### config.mk
export PLATFORM = sky130hd
export DESIGN_NAME = spawn_scheduler
export DESIGN_NICKNAME = d
export VERILOG_FILES = /design/src/rtl/dinorun_pkg.sv /design/src/rtl/rr_arbiter.sv /design/src/rtl/spawn_scheduler.sv
export SDC_FILE = /design/constraint.sdc
export NUM_CORES = 1
export LEC_CHECK = 0
export ABC_AREA = 1
export CAP_MARGIN = 20
export CELL_PAD_IN_SITES_DETAIL_PLACEMENT = 0
export CELL_PAD_IN_SITES_GLOBAL_PLACEMENT = 1
export CORE_ASPECT_RATIO = 0.6
export CORE_MARGIN = 5
export CORE_UTILIZATION = 40
export CTS_BUF_LIST = sky130_fd_sc_hd__clkbuf_16
export CTS_CLUSTER_DIAMETER = 60
export DETAILED_ROUTE_END_ITERATION = 10
export GPL_TIMING_DRIVEN = 0
export PLACE_DENSITY_LB_ADDON = 0.1
export SLEW_MARGIN = 20
export SYNTH_ARGS = -nofsm -noshare
export SYNTH_HDL_FRONTEND = slang
export SYNTH_HIERARCHICAL = 1
export SYNTH_SLANG_ARGS = --single-unit
### constraint.sdc
create_clock -name clk_i -period 3.5 [get_ports clk_i]
set_clock_uncertainty 0.05 [all_clocks]
set_input_delay 0.7 -clock clk_i [delete_from_list [all_inputs] [get_ports clk_i]]
set_output_delay 0.7 -clock clk_i [all_outputs]
set_load 0.005 [all_outputs]
### src/rtl/dinorun_pkg.sv
// Shared types and constants for the dinorun obstacle scheduling logic.
package dinorun_pkg;

  localparam int NumObstacleSlots = 3;
  localparam int LevelW           = 3;

  typedef enum logic [1:0] {
    IDLE,
    COOLDOWN,
    ARMED
  } sched_state_t;

  // Clamp a 9-bit sum into the 8-bit range.
  function automatic logic [7:0] sat8(input logic [8:0] value);
    return value[8] ? 8'hFF : value[7:0];
  endfunction

endpackage

### src/rtl/rr_arbiter.sv
// Combinational round-robin picker: first requesting slot at or after ptr_i, with wrap-around.
module rr_arbiter #(
  parameter int NumSlots = 3,
  parameter int IdxW     = (NumSlots > 1) ? $clog2(NumSlots) : 1
) (
  input  logic [NumSlots-1:0] req_i,
  input  logic [IdxW-1:0]     ptr_i,
  input  logic                en_i,
  output logic [NumSlots-1:0] grant_o,
  output logic [IdxW-1:0]     grant_idx_o
);

  logic            found;
  logic [IdxW-1:0] cand;

  always_comb begin
    grant_o     = '0;
    grant_idx_o = '0;
    found       = 1'b0;
    cand        = '0;
    for (int i = 0; i < NumSlots; i++) begin
      cand = IdxW'((int'(ptr_i) + i) % NumSlots);
      if (en_i && !found && req_i[cand]) begin
        found         = 1'b1;
        grant_o[cand] = 1'b1;
        grant_idx_o   = cand;
      end
    end
  end

endmodule

### src/rtl/spawn_scheduler.sv
// Per-frame obstacle spawn scheduler: cooldown gap, difficulty level and round-robin slot choice.
module spawn_scheduler
  import dinorun_pkg::*;
#(
  parameter int                  NumSlots     = NumObstacleSlots,
  parameter logic [NumSlots-1:0] BirdMask     = NumSlots'(1),
  parameter int                  BirdMinLevel = 2,
  parameter int                  BaseGap      = 60,
  parameter int                  GapStep      = 4,
  parameter int                  MinGap       = 20,
  parameter int                  LevelFrames  = 300,
  parameter int                  MaxLevel     = 7,
  parameter int                  SpawnThresh  = 64
) (
  input  logic                clk_i,
  input  logic                rst_ni,
  input  logic                frame_i,
  input  logic                run_i,
  input  logic                clear_i,
  input  logic [15:0]         rand_i,
  input  logic [NumSlots-1:0] slot_free_i,
  output logic [NumSlots-1:0] spawn_o,
  output logic [1:0]          variant_o,
  output logic [LevelW-1:0]   level_o,
  output logic                armed_o
);

  localparam int IdxW = (NumSlots > 1) ? $clog2(NumSlots) : 1;
  localparam int CntW = $clog2(LevelFrames);

  sched_state_t      state_q, state_d;
  logic [7:0]        cooldown_q, cooldown_d;
  logic [CntW-1:0]   lvl_cnt_q, lvl_cnt_d;
  logic [LevelW-1:0] level_q, level_d;
  logic [IdxW-1:0]   ptr_q, ptr_d;
  logic              started_q, started_d;

  logic [NumSlots-1:0] eligible;
  logic [NumSlots-1:0] grant;
  logic [IdxW-1:0]     grant_idx;
  logic                birds_blocked;
  logic [7:0]          thresh;
  logic                attempt;
  logic                granted;
  logic                unused_rand;

  function automatic logic [7:0] gapFor(input logic [LevelW-1:0] lvl);
    logic [7:0] step;
    step = 8'(GapStep) * 8'(lvl);
    if (step >= 8'(BaseGap) || (8'(BaseGap) - step) < 8'(MinGap)) begin
      return 8'(MinGap);
    end
    return 8'(BaseGap) - step;
  endfunction

  assign birds_blocked = int'(level_q) < BirdMinLevel;
  assign eligible      = slot_free_i & ~(BirdMask & {NumSlots{birds_blocked}});
  assign thresh        = sat8(9'(SpawnThresh) + {2'b00, level_q, 4'b0000});
  assign attempt       = run_i && !clear_i && frame_i && (state_q == ARMED) &&
                         (rand_i[7:0] < thresh);
  assign unused_rand   = ^rand_i[15:8];

  rr_arbiter #(
    .NumSlots(NumSlots),
    .IdxW    (IdxW)
  ) u_arbiter (
    .req_i      (eligible),
    .ptr_i      (ptr_q),
    .en_i       (attempt),
    .grant_o    (grant),
    .grant_idx_o(grant_idx)
  );

  assign granted   = |grant;
  assign spawn_o   = grant;
  assign variant_o = granted ? rand_i[3:2] : 2'b00;
  assign level_o   = level_q;
  assign armed_o   = (state_q == ARMED);

  // started_q tells a fresh game (load a full gap) apart from resuming after a freeze.
  always_comb begin
    state_d    = state_q;
    cooldown_d = cooldown_q;
    lvl_cnt_d  = lvl_cnt_q;
    level_d    = level_q;
    ptr_d      = ptr_q;
    started_d  = started_q;

    if (clear_i) begin
      state_d    = IDLE;
      cooldown_d = '0;
      lvl_cnt_d  = '0;
      level_d    = '0;
      ptr_d      = '0;
      started_d  = 1'b0;
    end else begin
      if (frame_i && run_i) begin
        if (lvl_cnt_q == CntW'(LevelFrames - 1)) begin
          lvl_cnt_d = '0;
          if (level_q != LevelW'(MaxLevel)) level_d = level_q + LevelW'(1);
        end else begin
          lvl_cnt_d = lvl_cnt_q + CntW'(1);
        end
      end

      unique case (state_q)
        IDLE: begin
          if (run_i) begin
            started_d = 1'b1;
            if (!started_q) begin
              state_d    = COOLDOWN;
              cooldown_d = gapFor(level_q);
            end else if (cooldown_q == 8'd0) begin
              state_d = ARMED;
            end else begin
              state_d = COOLDOWN;
            end
          end
        end
        COOLDOWN: begin
          if (!run_i) begin
            state_d = IDLE;
          end else if (frame_i) begin
            if (cooldown_q <= 8'd1) begin
              cooldown_d = '0;
              state_d    = ARMED;
            end else begin
              cooldown_d = cooldown_q - 8'd1;
            end
          end
        end
        ARMED: begin
          if (!run_i) begin
            state_d = IDLE;
          end else if (granted) begin
            ptr_d      = (grant_idx == IdxW'(NumSlots - 1)) ? '0 : grant_idx + IdxW'(1);
            cooldown_d = gapFor(level_q);
            state_d    = COOLDOWN;
          end
        end
        default: state_d = IDLE;
      endcase
    end
  end

  always_ff @(posedge clk_i or negedge rst_ni) begin
    if (!rst_ni) begin
      state_q    <= IDLE;
      cooldown_q <= '0;
      lvl_cnt_q  <= '0;
      level_q    <= '0;
      ptr_q      <= '0;
      started_q  <= 1'b0;
    end else begin
      state_q    <= state_d;
      cooldown_q <= cooldown_d;
      lvl_cnt_q  <= lvl_cnt_d;
      level_q    <= level_d;
      ptr_q      <= ptr_d;
      started_q  <= started_d;
    end
  end

endmodule

==> Word level (Yosys, flattened, before mapping) <==
Index checks and enable logic that the tools add are counted.
{ "totals": {"out_inout_bits": 9, "regBits": 25, "word_cells": 147, "in_bits": 24} }
{ "classes": {"bitwise": 4, "muxes": 68, "div_mod_pow": 3, "n_reduce_logical": 33, "order_cmp": 11, "n_addsub": 8, "n_eq_ne": 14} }
{ "op_table": {"columns": ["cell", "n"], "rows": [
  ["two-way mux 8 bit", 12],
  ["modulo 32 x 3 -> 32 bit, second input constant", 2],
  ["two-way mux 2 bit", 18],
  ["modulo 3 x 3 -> 32 bit, second input constant", 1],
  ["two-way mux 9 bit", 3],
  ["case mux 8 bit (3 select lines)", 1],
  ["two-way mux 3 bit", 7],
  ["two-way mux 1 bit", 20],
  ["inequality test 3 bit, second input constant", 6],
  ["nonzero test 2 bit", 7],
  ["logical AND 1 bit", 13],
  ["adder 9 x 1 -> 9 bit, second input constant", 1],
  ["equality test 9 bit, second input constant", 1],
  ["less-than comparator 2 x 3 -> 1 bit, second input constant", 3],
  ["adder 7 x 7 -> 8 bit, first input constant", 1],
  ["<= comparator 8 x 1 -> 1 bit, second input constant", 1],
  ["logical NOT 8 bit", 1],
  ["less-than comparator 8 x 5 -> 1 bit, second input constant", 1],
  ["less-than comparator 8 bit", 1],
  ["inequality test 4 bit, second input constant", 2],
  ["subtractor 8 x 1 -> 8 bit, second input constant", 1],
  ["AND reduction 7 bit", 1],
  ["subtractor 6 x 5 -> 7 bit, first input constant", 1],
  ["binary-select mux 1 bit (select 2 bit)", 3],
  ["24 further kinds", 33]
]} }

==> Longest topological paths before layout <==
{ "logic_depth": {"depth_word": 25, "ltp_mapped": 17, "mapped_depth_nobuf": 17} }

==> Cells and area by module <==
Netlist, hierarchy kept.
{ "by_module_without_submodules": {"columns": ["mod", "instances", "seq_area_each_um2", "area_per_inst_um2", "cells_per_inst"], "rows": [
  ["spawn_scheduler", 1, 625.6, 1722.9, 253],
  ["rr_arbiter", 1, 0.0, 272.8, 50]
]} }

==> Least setup slack after synthesis <==
Ideal clock, no wire load.
{ "synth_timing": {"path_kind": "in2out", "startpoint": "input rand_i[5]", "endpoint": "output variant_o[0]", "n_path_buf": 0, "setup_slack_ns": 0.611, "arrival_time_ns": 2.139, "path_stages": 11, "t_required_ns": 2.750, "path_cell_list": "ha_1 -> o21a_1 -> o21ai_0 -> nand2_1 -> a21oi_1 -> nand2_2 -> nor2_4 -> nand3_2 -> nand2_1 -> nor3_2 -> nor2_1"} }
{ "synth_between": {"elab_chain_len": 14, "elab_cells_between_ends": 18, "classes_between": "1 x order compare; 6 x mux; 2 x bitwise; 9 x reduce/logical"} }
{ "synth_lines": {"columns": ["item", "line", "source"], "rows": [
  ["start, declared", "spawn_scheduler.sv:20", "input logic [15:0] rand_i,"],
  ["less-than comparator 8 bit (*)", "spawn_scheduler.sv:60", "(rand_i[7:0] < thresh);"],
  ["logical AND 1 bit (*)", "spawn_scheduler.sv:59", "assign attempt = run_i && !clear_i && frame_i && (state_q == ARMED) &&"],
  ["via attempt", "spawn_scheduler.sv:43", "logic attempt;"],
  ["logical AND 1 bit", "rr_arbiter.sv:23", "if (en_i && !found && req_i[cand]) begin"],
  ["two-way mux 1 bit", "rr_arbiter.sv:23", null],
  ["logical NOT 1 bit", "rr_arbiter.sv:23", null],
  ["logical AND 1 bit (2 in series)", "rr_arbiter.sv:23", null],
  ["two-way mux 1 bit", "rr_arbiter.sv:23", null],
  ["logical NOT 1 bit", "rr_arbiter.sv:23", null],
  ["logical AND 1 bit (2 in series)", "rr_arbiter.sv:23", null],
  ["two-way mux 3 bit (*)", "rr_arbiter.sv:23", null],
  ["via spawn_o[1]", "spawn_scheduler.sv:22", "output logic [NumSlots-1:0] spawn_o,"],
  ["OR reduction 3 bit (*)", "spawn_scheduler.sv:74", "assign granted = |grant;"],
  ["two-way mux 2 bit (*)", "spawn_scheduler.sv:76", "assign variant_o = granted ? rand_i[3:2] : 2'b00;"],
  ["end, declared", "spawn_scheduler.sv:23", "output logic [1:0] variant_o,"]
]} }
The timed path passes the listed nets; every way through them passes the cells marked *.

==> Final worst setup path <==
{ "layout_timing": {"startpoint": "input rand_i[6]", "endpoint": "output spawn_o[1]"} }
{ "layout_between": {"elab_chain_len": 12, "elab_cells_between_ends": 16, "classes_between": "1 x order compare; 5 x mux; 2 x bitwise; 8 x reduce/logical"} }
{ "layout_lines": {"columns": ["item", "line"], "rows": [
  ["less-than comparator 8 bit (*)", "spawn_scheduler.sv:60"],
  ["logical AND 1 bit (*)", "spawn_scheduler.sv:59"],
  ["via attempt", "spawn_scheduler.sv:43"],
  ["logical AND 1 bit", "rr_arbiter.sv:23"],
  ["two-way mux 1 bit", "rr_arbiter.sv:23"],
  ["logical NOT 1 bit", "rr_arbiter.sv:23"],
  ["logical AND 1 bit (2 in series)", "rr_arbiter.sv:23"],
  ["two-way mux 1 bit", "rr_arbiter.sv:23"],
  ["logical NOT 1 bit", "rr_arbiter.sv:23"],
  ["logical AND 1 bit (2 in series)", "rr_arbiter.sv:23"],
  ["two-way mux 3 bit (*)", "rr_arbiter.sv:23"],
  ["end, declared", "spawn_scheduler.sv:22"]
]} }
Marks and branches as above.

==> flow_summary.ini <==
[setup_path]
required_ns = 2.75
crit_type = in -> out
cp_max_fo = 3
end_kind = output pin
worstPathArrival_ns = 2.63
worstReg2RegStart = level_o[1]$_DFFE_PN0P_
rr_endpoint = cooldown_q[1]$_DFFE_PN0P_
cp_slowest_cell = clkdlybuf4s50_1
reg2reg_depth = 20
slowest_delay_ns = 0.42
endpoint = spawn_o[1]
critPathLaunchType = primary input
worstPathCellList = clkdlybuf4s50_1 > ha_1 > o21ai_1 > nand2_1 > a21oi_4 > buf_6 > nand3_4 > nor2_1 > nor2_2 > nand2_2 > buf_4 > dlygate4sd2_1
r2r_slack_ns = 0.65
cp-startpoint = rand_i[6]

[run]
cap_viol_max_count = 0

[sta]
tightest_slew_ns = 0.5988
period_needed_ns = 3.385
finalWorstSetupSlack_ns = 0.1152
finalHoldViolCount = 0
final.period_utilization_pct = 96.71
rsz0062_at_grt = no
slew_headroom_pct = 60.08
setup-violations-final = 0
finalSetupTns_ns = 0
max_freq_ghz = 0.2954
slew_violations = 0

[grt]
grt_pass1_wl_microns = 8155
grt.total_usage_pct = 15.26
first_global_vias = 1700
antenna_found_initial = 0
overflow = 0
grt_max_degree = 26

[floorplan]
core-area_sq_um = 4707
ios = 33
start_util_pct = 42.40
dieArea_sq_um = 6549
dieHeight_microns = 64.72
die_x_microns = 101.2
rows = 19

[logic_synthesis]
synth_area_leader_cell = dfrtp_1
synthTopCellsByArea = dfrtp_1 31%, nand2_1 14%, nand3_1 8.3%
ys_ff_latch = 25
ys_types = 26
syn_area_sq_um = 1996
ys_warn_count = 6
syn_nets = 339
synth_top_area_share_pct = 31.35
seq_area_frac_synth_pct = 31.35
synthCells = 303
syn_area_per_cell_sq_um = 6.586

[cts]
cts_tree = built
cts_made_buffers = 3
cts_buffer_depth = 2
cts_root_buf = clkbuf_16
clock_sinks = 25
clkTransAtPathRegs_ns = 0.07
cts_max_level = 1
clock_latency_ns = 0.26
postCtsHoldBufs = 0

[power_and_ir_drop]
power-per-cell-area_nw_per_um2 = 519.3
swShare_pct = 43.47
pwr-share-seq_pct = 33.1
p_leak_nw = 1.258
p_int_uw = 730.2
comb_power_share_pct = 46.9
p_switching_uw = 561.5
clkPwrFrac_pct = 20.0
peakVddDrop_mv = 0.3433

[routing]
first_pass_iters = 4
avgRoutedWirePerCell_microns = 12.47
drt-total-wl_microns = 4963
vias = 1916
drc = 0
drt_iter0_markers = 80
vias_per_cell = 4.814
ant_nets = 0

[status]
status = completed

[placement]
port_buffers = 22
dp_hpwl_microns = 3773
gp_congestion = 0.8164
place_ws_ns = -0.5074

[worst_hold_path]
hold_class = in -> async

[final_layout]
drive_gt1_share_pct = 14.63
area_delta_synth_final_pct = 24.64
fin_nets = 372
antennaDiodeCount = 0
==> placed cells by master (no fill, tap or decap), drive strengths merged <==
cell type | netlist | layout
clkbuf | 0 | 4
a21oi | 9 | 9
o21a | 2 | 2
nand3 | 36 | 36
inv | 47 | 47
nand4 | 7 | 7
nor3 | 10 | 10
xor2 | 3 | 3
nand3b | 2 | 2
nor2 | 43 | 43
and3 | 1 | 1
o22ai | 1 | 1
dlymetal6s2s | 0 | 2
dfrtp | 25 | 25
ha | 12 | 12
xnor2 | 1 | 1
nand2 | 83 | 83
clkinv | 0 | 1
o21ai | 16 | 16
clkdlybuf4s50 | 0 | 15
dlygate4sd2 | 0 | 2
buf | 5 | 13
==> cells in the mapped netlist <==
| cell | number |
|---|---|
| a21oi_1 | 9 |
| and3_1 | 1 |
| buf_2 | 3 |
| buf_4 | 1 |
| buf_6 | 1 |
| dfrtp_1 | 25 |
| ha_1 | 12 |
| inv_1 | 41 |
| inv_2 | 5 |
| inv_4 | 1 |
| nand2_1 | 74 |
| nand2_2 | 9 |
| nand3_1 | 33 |
| nand3_2 | 3 |
| nand3b_1 | 2 |
| nand4_1 | 7 |
| nor2_1 | 41 |
| nor2_4 | 2 |
| nor3_1 | 9 |
| nor3_2 | 1 |
| o21a_1 | 2 |
| o21ai_0 | 13 |
| o21ai_1 | 3 |
| o22ai_1 | 1 |
| xnor2_1 | 1 |
| xor2_1 | 3 |
==> power groups by stage <==
stage	sequential, mW	clock, mW	combinational [mW]
6_report	0.428	0.258	0.606
5_1_grt	0.436	0.281	0.688
4_1_cts	0.426	0.268	0.601
3_5_place_dp	0.430	0	0.591
3_3_place_gp	0.429	0	0.596
2_1_floorplan	0.412	0	0.454
==> how the worst min path moves through the flow <==
stage | from | cells past startpoint | end
global route | rst_ni | 1 | state_q[0]$_DFFE_PN0P_
CTS | rst_ni | 1 | state_q[0]$_DFFE_PN0P_
global placement | lvl_cnt_q[1]$_DFFE_PN0P_ | 2 | lvl_cnt_q[1]$_DFFE_PN0P_
detailed placement | lvl_cnt_q[1]$_DFFE_PN0P_ | 2 | lvl_cnt_q[1]$_DFFE_PN0P_
finish | rst_ni | 1 | state_q[0]$_DFFE_PN0P_
floorplan | rst_ni | 0 | cooldown_q[0]$_DFFE_PN0P_
==> layout make-up <==
type	instances	area [sq um]
inverters	47	178.9
well taps	63	78.83
multi-input cells	226	1230
plain buffers	5	33.78
fillers	465	2220
clock inverters	1	5.005
flip-flops and latches	25	625.6
repair buffers	28	260.3
clock buffers	3	75.07
==> cell families (layout without fill, tap and decap cells) <==
family / after synthesis / in the layout / share of synthesized area (%)
AO/OA/AOI/OAI: 28 / 28 / 7.335
XOR/XNOR: 4 / 4 / 1.756
adder cells (fa/ha/maj): 12 / 12 / 7.523
buffers and inverters: 52 / 84 / 10.66
flip-flops: 25 / 25 / 31.35
AND/OR/NAND/NOR: 182 / 182 / 41.38
==> sequential cells by signal, indices dropped and copies added (netlist names) <==
| name | count |
|---|---|
| cooldown_q | 8 |
| level_o | 3 |
| ptr_q | 2 |
| lvl_cnt_q | 9 |
| started_q | 1 |
| state_q | 2 |
==> critical path: cells and delay by family <==
family                   cells  cell delay [ns]
AND/OR/NAND/NOR              5             0.49
buffers and inverters        4             0.89
AO/OA/AOI/OAI                2             0.26
adder cells (fa/ha/maj)      1             0.29
==> layer usage <==
metal | vias to the layer above | global-route usage (%) | wire length, microns
met5 | - | 0 | 0
met4 | 0 | 1.990 | 0
met3 | 0 | 3.430 | 201
met2 | 32 | 20.36 | 1907
met1 | 852 | 24.93 | 2854
li1 | 1032 | - | -
==> metrics by stage <==
step                      hold slack (ns)  std cells  cell area (sq um)  util (%)  total power, mW
after floorplan                    0.3544        303               1996         -           0.8660
after global placement             0.4491        388               2295     48.75            1.025
after detailed placement           0.4615        388               2290     48.64            1.022
after CTS                          0.4038        397               2440     51.83            1.294
after global routing               0.4356        398               2487     52.84            1.405
final                              0.3891        398               2487     52.84            1.292
==> timing repair <==
item,in CTS,in global routing
setup buffers,5,2
pin swaps,9,10
endpoints found under the setup margin,5,5
gates resized for setup,17,13
Power figures use the tool's default switching activity.
